**config.mk**
```make
export PLATFORM = sky130hd
export DESIGN_NAME = reset_sequencer
export DESIGN_NICKNAME = d
export VERILOG_FILES = /design/src/rtl/reset_sequencer.sv
export SDC_FILE = /design/constraint.sdc
export NUM_CORES = 1
export LEC_CHECK = 0
export ABC_AREA = 1
export BUFFER_PORTS_ARGS = -buffer_cell sky130_fd_sc_hd__buf_2
export CAP_MARGIN = 20
export CORE_ASPECT_RATIO = 0.75
export CORE_MARGIN = 2
export CORE_UTILIZATION = 30
export CTS_BUF_LIST = sky130_fd_sc_hd__clkbuf_8
export DETAILED_ROUTE_END_ITERATION = 6
export GPL_ROUTABILITY_DRIVEN = 0
export GPL_TIMING_DRIVEN = 0
export SYNTH_ARGS = -nofsm -noshare
export SYNTH_HDL_FRONTEND = slang
export SYNTH_SLANG_ARGS = --single-unit
export TNS_END_PERCENT = 50
```
**constraint.sdc**
```tcl
create_clock -name clk_i -period 2.6 [get_ports clk_i]
set_clock_uncertainty 0.2 [all_clocks]
set_input_delay 0.26 -clock clk_i [delete_from_list [all_inputs] [get_ports clk_i]]
set_output_delay 0.26 -clock clk_i [all_outputs]
set_load 0.01 [all_outputs]
```
**src/rtl/reset_sequencer.sv**
```systemverilog
// Reset sequencer: stretches the combined push-button/DCM-lock reset, then releases NUM_OUT reset domains in order.
// Optional cause register is built when RSTSEQ_CAUSE_EN is defined; otherwise rst_cause_o is tied to 2'b00.
module reset_sequencer #(
   parameter int SYNC_STAGES = 2,
   parameter int NUM_OUT     = 4,
   parameter int HOLD_CYCLES = 16,
   parameter int STAGE_DELAY = 8
) (
   input  logic               clk_i,
   input  logic               resetn_i,
   input  logic               dcm_locked_i,
   input  logic               sw_rst_req_i,
   output logic [NUM_OUT-1:0] rstn_o,
   output logic               rst_done_o,
   output logic [1:0]         rst_cause_o
);

   localparam int MAX_DLY = (HOLD_CYCLES > STAGE_DELAY) ? HOLD_CYCLES : STAGE_DELAY;
   localparam int CNT_W   = $clog2(MAX_DLY + 1);
   localparam int K_W     = $clog2(NUM_OUT + 1);

   localparam logic [CNT_W-1:0] CNT_HOLD_LAST  = CNT_W'(HOLD_CYCLES - 1);
   localparam logic [CNT_W-1:0] CNT_STAGE_LAST = CNT_W'(STAGE_DELAY - 1);
   localparam logic [K_W-1:0]   K_LAST         = K_W'(NUM_OUT - 1);

   typedef enum logic [1:0] {
      ST_WAIT_LOCK = 2'd0,
      ST_HOLD      = 2'd1,
      ST_RELEASE   = 2'd2,
      ST_RUN       = 2'd3
   } state_t;

   logic [SYNC_STAGES-1:0] r_rst_sync;
   logic [SYNC_STAGES-1:0] r_lock_sync;
   state_t                 r_state;
   state_t                 w_state_nxt;
   logic [CNT_W-1:0]       r_cnt;
   logic [CNT_W-1:0]       w_cnt_nxt;
   logic [K_W-1:0]         r_k;
   logic [K_W-1:0]         w_k_nxt;
   logic [NUM_OUT-1:0]     r_rstn;
   logic [NUM_OUT-1:0]     w_rstn_nxt;
   logic                   r_done;
   logic                   w_done_nxt;
   logic                   w_rst_sync;
   logic                   w_lock_s;
   logic                   w_lock_loss;
   logic                   w_sw_rst;

   // Release synchroniser for resetn_i and lock synchroniser for dcm_locked_i
   always_ff @(posedge clk_i or negedge resetn_i) begin
      if (!resetn_i) begin
         r_rst_sync  <= {SYNC_STAGES{1'b0}};
         r_lock_sync <= {SYNC_STAGES{1'b0}};
      end else begin
         r_rst_sync  <= {r_rst_sync[SYNC_STAGES-2:0], 1'b1};
         r_lock_sync <= {r_lock_sync[SYNC_STAGES-2:0], dcm_locked_i};
      end
   end

   assign w_rst_sync  = r_rst_sync[SYNC_STAGES-1];
   assign w_lock_s    = r_lock_sync[SYNC_STAGES-1];
   // Lock loss outranks a software request arriving in the same cycle
   assign w_lock_loss = (r_state != ST_WAIT_LOCK) && !w_lock_s;
   assign w_sw_rst    = (r_state == ST_RUN) && w_lock_s && sw_rst_req_i;

   // Next-state and next-output logic of the sequencing FSM
   always_comb begin
      w_state_nxt = r_state;
      w_cnt_nxt   = r_cnt;
      w_k_nxt     = r_k;
      w_rstn_nxt  = r_rstn;
      w_done_nxt  = r_done;
      if (w_lock_loss || w_sw_rst) begin
         w_state_nxt = w_lock_loss ? ST_WAIT_LOCK : ST_HOLD;
         w_cnt_nxt   = {CNT_W{1'b0}};
         w_k_nxt     = {K_W{1'b0}};
         w_rstn_nxt  = {NUM_OUT{1'b0}};
         w_done_nxt  = 1'b0;
      end else begin
         case (r_state)
            ST_WAIT_LOCK: begin
               w_cnt_nxt  = {CNT_W{1'b0}};
               w_k_nxt    = {K_W{1'b0}};
               w_rstn_nxt = {NUM_OUT{1'b0}};
               w_done_nxt = 1'b0;
               if (w_rst_sync && w_lock_s) begin
                  w_state_nxt = ST_HOLD;
               end else begin
                  w_state_nxt = ST_WAIT_LOCK;
               end
            end
            ST_HOLD: begin
               if (r_cnt == CNT_HOLD_LAST) begin
                  w_rstn_nxt[0] = 1'b1;
                  w_cnt_nxt     = {CNT_W{1'b0}};
                  w_k_nxt       = K_W'(1);
                  if (NUM_OUT == 1) begin
                     w_state_nxt = ST_RUN;
                     w_done_nxt  = 1'b1;
                  end else begin
                     w_state_nxt = ST_RELEASE;
                  end
               end else begin
                  w_cnt_nxt = r_cnt + CNT_W'(1);
               end
            end
            ST_RELEASE: begin
               if (r_cnt == CNT_STAGE_LAST) begin
                  for (int i = 0; i < NUM_OUT; i++) begin
                     if (r_k == K_W'(i)) begin
                        w_rstn_nxt[i] = 1'b1;
                     end else begin
                        w_rstn_nxt[i] = r_rstn[i];
                     end
                  end
                  w_cnt_nxt = {CNT_W{1'b0}};
                  w_k_nxt   = r_k + K_W'(1);
                  if (r_k == K_LAST) begin
                     w_state_nxt = ST_RUN;
                     w_done_nxt  = 1'b1;
                  end else begin
                     w_state_nxt = ST_RELEASE;
                  end
               end else begin
                  w_cnt_nxt = r_cnt + CNT_W'(1);
               end
            end
            ST_RUN: begin
               w_state_nxt = ST_RUN;
            end
            default: begin
               w_state_nxt = ST_WAIT_LOCK;
               w_cnt_nxt   = {CNT_W{1'b0}};
               w_k_nxt     = {K_W{1'b0}};
               w_rstn_nxt  = {NUM_OUT{1'b0}};
               w_done_nxt  = 1'b0;
            end
         endcase
      end
   end

   // FSM state, counters and registered outputs
   always_ff @(posedge clk_i or negedge resetn_i) begin
      if (!resetn_i) begin
         r_state <= ST_WAIT_LOCK;
         r_cnt   <= {CNT_W{1'b0}};
         r_k     <= {K_W{1'b0}};
         r_rstn  <= {NUM_OUT{1'b0}};
         r_done  <= 1'b0;
      end else begin
         r_state <= w_state_nxt;
         r_cnt   <= w_cnt_nxt;
         r_k     <= w_k_nxt;
         r_rstn  <= w_rstn_nxt;
         r_done  <= w_done_nxt;
      end
   end

   assign rstn_o     = r_rstn;
   assign rst_done_o = r_done;

`ifdef RSTSEQ_CAUSE_EN
   logic [1:0] r_cause;

   // Cause of the most recent reset; only resetn_i returns it to 00
   always_ff @(posedge clk_i or negedge resetn_i) begin
      if (!resetn_i) begin
         r_cause <= 2'b00;
      end else if (w_lock_loss) begin
         r_cause <= 2'b01;
      end else if (w_sw_rst) begin
         r_cause <= 2'b10;
      end else begin
         r_cause <= r_cause;
      end
   end

   assign rst_cause_o = r_cause;
`else
   assign rst_cause_o = 2'b00;
`endif

endmodule

```
=== Yosys cells after proc, flatten, opt, wreduce, memory -nomap -nowiden ===
Cells that the tools add are included.

* Bits in registers: 19
* Bits of input ports: 4
* Output and inout bits: 7
* Word-level logic and storage cells: 70

* Add/sub/neg operators: 2
* Equal/unequal tests: 14
* Multiplexer cells: 27
* Reduce and logical (&&, ||, !) cells: 17

{| class="wikitable"
|+ Operator list
! kind !! count
|-
| $ne 3x3->1 const B || 6
|-
| $mux 5 || 3
|-
| $pmux 5 s3 || 1
|-
| $reduce_and 3->1 || 4
|-
| $mux 1 || 10
|-
| $mux 3 || 3
|-
| $pmux 3 s3 || 1
|-
| $mux 4 || 2
|-
| $pmux 2 s4 || 1
|-
| $eq 3x2->1 const B || 2
|-
| $mux 2 || 3
|-
| $pmux 3 s2 || 1
|-
| $add 5x1->5 const B || 1
|-
| $eq 5x3->1 const B || 1
|-
| $eq 5x4->1 const B || 1
|-
| $eq 2x2->1 const B || 2
|-
| $logic_and 1x1->1 || 4
|-
| $reduce_and 4->1 || 1
|-
| $reduce_bool 4->1 || 1
|-
| $add 3x1->3 const B || 1
|-
| $eq 3x1->1 const B || 1
|-
| $logic_not 3->1 || 1
|-
| $pmux 1 s3 || 1
|-
| $reduce_bool 3->1 || 1
|-
| other kinds (7) || 7
|}

=== Longest topological paths before layout ===
* Depth after elaboration: 6
* Mapped depth: 10
* Mapped depth without buffers: 10

=== Least setup slack after synthesis ===
No wires, ideal clock.

* Kind: reg-to-reg
* From: register r_cnt[0]
* To: register r_k[0]
* Library setup time: 0.076 ns
* Data arrival time: 1.508 ns
* Required time: 2.324 ns
* Slack: 0.816 ns
* Cell stages (with the launch flop): 11
* Buffers on the path: 0
* Period minus slack after synthesis: 1.784 ns
* Path through: dfrtp_1 ha_1 nand2_1 nor2_1 ha_1 or2_1 nand2_2 nand2_2 nand2_4 nand2_1 o21ai_1

* Cells in the longest elaborated chain, start to end: 3
* Elaborated cells on any way between the ends: 5
* Those cells by class: eq/ne (4); reduce/logical (1)

{| class="wikitable"
|+ Ends and longest elaborated chain
! what !! line !! RTL
|-
| start: declaration || 37 || <nowiki>logic [CNT_W-1:0] r_cnt;</nowiki>
|-
| start signal: assignment || 147 || <nowiki>r_cnt <= {CNT_W{1'b0}};</nowiki>
|-
| start signal: assignment || 153 || <nowiki>r_cnt <= w_cnt_nxt;</nowiki>
|-
| $eq 5x4->1 / $eq 5x3->1 (equally long branches) || 94, 109 ||
|-
| $ne 3x3->1 (no source line) || -- ||
|-
| $reduce_and 3->1 (no source line) * || -- ||
|-
| end signal: assignment || 148 || <nowiki>r_k <= {K_W{1'b0}};</nowiki>
|-
| end signal: assignment || 154 || <nowiki>r_k <= w_k_nxt;</nowiki>
|-
| end: declaration || 39 || <nowiki>logic [K_W-1:0] r_k;</nowiki>
|}

Every way passes the cells marked *; elsewhere a longest branch is shown, timed or not.
A chain may end at the register's enable or synchronous reset.

=== Worst setup path after layout ===
* From: register r_cnt[0]
* To: register r_k[1]

Same word-level chain as after synthesis.

==> results_dict.tcl <==
set metrics [dict create \
    outcome "completed" \
    arrival_ns 1.96 \
    viasPerCell 4.35 \
    drt_iter0_markers 48 \
    rr_worst_depth 10 \
    fp.dieH_um 57.2 \
    ios 11 \
    io_buffers 8 \
    vias 891 \
    antennaDiodeCount 0 \
    drv_slew 0 \
    cap_viol_max_count 0 \
    r2r_end "r_k[1]$_DFFE_PN0P_" \
    cpMaxStageDelayCell "dfrtp_1" \
    min-delay-path-class "reg2reg" \
    reg2reg_slack_ns 0.63 \
    antenna_found_initial 0 \
    ys_top_cells_by_area "dfrtp_1 (40%), ha_1 (13%), nand2_1 (13%)" \
    crit_path_end_kind "flop" \
    wl_per_cell_um 10.4 \
    ys.flop_type "dfrtp_1" \
    dp_cells 199 \
    path_cells "ha_1 -> nand2_1 -> nor2_1 -> ha_1 -> or2_1 -> nand2_2 -> nand2_2 -> nand2_4 -> nand2_1 -> o21ai_1" \
    combPwrFrac 0.507 \
    die_w_um 75.0 \
    netlist_area_um2 1130 \
    rsz0062_at_grt "no" \
    clk_path_buf_depth 2 \
    synth-edff-count 0 \
    core_um2 3640 \
    cts.clk_slew.worst_paths_ns 0.07 \
    fmax_mhz 508 \
    clock_latency_ns 0.26 \
    grt_pass1_vias 859 \
    synthTopCellsByCount "nand2_1 (39), inv_1 (19), dfrtp_1 (18), ha_1 (12), nand3_1 (10)" \
    setup_viol 0 \
    dpl_worst_slack_ns 0.638 \
    critical_path_class "reg2reg" \
    internal_power_mw 0.647 \
    p_leak_nw 0.702 \
    die_area_um2 4290 \
    cp.required_ns 2.59 \
    hold_slack_ns 0.153 \
    layout.nets 170 \
    num_rows 19 \
    p_per_area_nw_per_um2 893 \
    fin_crit_sh 0.757 \
    cts_tree "built" \
    cts-htree-levels 1 \
    cp-start-kind "flop" \
    ant_nets 0 \
    grt_pass1_wl_mm 3.68 \
    cp-endpoint "r_k[1]$_DFFE_PN0P_" \
    max_stage_delay_ns 0.41 \
    yosys_warnings 0 \
    netlist-cell-type-count 20 \
    startpoint "r_cnt[0]$_DFFE_PN0N_" \
    synth_top_area_cell "dfrtp_1" \
    synth_top_area_frac 0.397 \
    finalHoldViolCount 0 \
    hpwlAfterDp_mm 1.64 \
    yosysMostFrequentCell "nand2_1" \
    power_frac_seq 0.294 \
    pwr-share-clk 0.199 \
    fin_setup_tns_ns 0 \
    ir_drop_mv 0.554 \
    drive_gt1_frac 0.163 \
    syn_area_per_cell_um2 8.21 \
    drc 0 \
    rr_startpoint "r_cnt[0]$_DFFE_PN0N_" \
    swShare 0.450 \
    clockRootBuffer "clkbuf_8" \
    start_util 0.312 \
    area_delta_synth_final_pct 16.2 \
    cts.sinks 18 \
    totalWireLength_mm 2.13 \
    numCtsBuffers 3 \
    fin_ws_ns 0.631 \
    switching_power_mw 0.529 \
    stdcell_count 205 \
    yosysSeqAreaShare 0.397 \
    fillers 371 \
    grt_overflow 0 \
    synthCells 138 \
    drt_first_pass_iters 4 \
    grt_usage 0.116 \
    fin_crit_ns 1.97 \
    ys_ff_latch 18 \
    crit_fanout 6 \
    grt_max_degree 19 \
    worstHoldPathCells 0 \
    async_reset_ff_frac 1.00 \
]
==> logic make-up after synthesis <==
kind of cell,count (synthesis),synth area share
other,2,0.00662
adders and majority gates,12,0.132
DFF,18,0.397
and+or+nand+nor,71,0.323
AOI/OAI and AO/OA,13,0.0574
buffers and inverters,22,0.0828
==> flip-flops by register name (all words and copies together), names as in the netlist <==
name,flops
rstn_o,4
r_state,2
r_rst_sync,2
r_k,3
r_lock_sync,2
r_cnt,5
==> power groups by stage <==
stage          Clock [mW]  Combinational [mW]  Sequential, mW
6_report            0.234               0.596           0.346
5_1_grt             0.256               0.679           0.351
3_3_place_gp            0               0.586           0.350
3_5_place_dp            0               0.594           0.351
4_1_cts             0.242               0.602           0.346
2_1_floorplan           0               0.474           0.347
==> layout by cell type, fill, tap and decap left out, drive strengths merged <==
master	Yosys	layout
clkbuf	0	4
nor2	7	7
buf	3	11
conb	2	3
ha	12	12
or2	1	1
nand3	11	11
nand2	45	45
dfrtp	18	18
o21ai	9	9
and3	1	1
inv	19	19
a21oi	4	4
dlygate4sd3	0	2
nand4	5	5
nand3b	1	1
==> critical path: cells and delay by family, from the launching register on <==
| family | cells | cell delay, ns |
|---|---|---|
| AOI/OAI and AO/OA | 1 | 0.07 |
| and+or+nand+nor | 7 | 0.82 |
| adders and majority gates | 2 | 0.39 |
| DFF | 1 | 0.41 |
==> routing by layer <==
metal,share of wire,global-route usage
met4,0.013,0.0383
met3,0.035,0.0424
met5,0,0
met2,0.43,0.170
met1,0.52,0.158
==> what timing repair did <==
| action | in CTS | in global routing |
|---|---|---|
| resized for setup | 0 | 0 |
| hold endpoints to repair | 19 | 0 |
| buffers inserted | 0 | 0 |
| hold buffers | 2 | 0 |
==> stage by stage <==
| stage | cell area [um2] | power [mW] | utilization |
|---|---|---|---|
| floorplan | 1140 | 0.821 | - |
| global placement | 1240 | 0.935 | 0.342 |
| detailed placement | 1240 | 0.946 | 0.342 |
| CTS | 1320 | 1.19 | 0.362 |
| global route | 1320 | 1.29 | 0.362 |
| finish | 1320 | 1.18 | 0.362 |
==> worst min-delay path by stage <==
stage | from | to | slack (ns)
6_report | r_rst_sync[0]$_DFF_PN0_ | r_rst_sync[1]$_DFF_PN0_ | 0.15
5_1_grt | r_rst_sync[0]$_DFF_PN0_ | r_rst_sync[1]$_DFF_PN0_ | 0.17
4_1_cts | r_rst_sync[0]$_DFF_PN0_ | r_rst_sync[1]$_DFF_PN0_ | 0.16
3_5_place_dp | resetn_i | r_cnt[0]$_DFFE_PN0N_ | 0.03
3_3_place_gp | resetn_i | r_cnt[0]$_DFFE_PN0N_ | 0.02
2_1_floorplan | resetn_i | r_cnt[0]$_DFFE_PN0N_ | -0.24
==> final cells by class <==
class | count | area [um2] | share of cell area
Multi-Input combinational cell | 99 | 593 | 0.450
Timing Repair Buffer | 10 | 60.1 | 0.0456
Clock buffer | 4 | 55.1 | 0.0418
Buffer | 3 | 22.5 | 0.0171
Inverter | 19 | 71.3 | 0.0541
Tap cell | 52 | 65.1 | 0.0494
Sequential cell | 18 | 450 | 0.342
No activity file was read; power rests on OpenSTA's default activity.
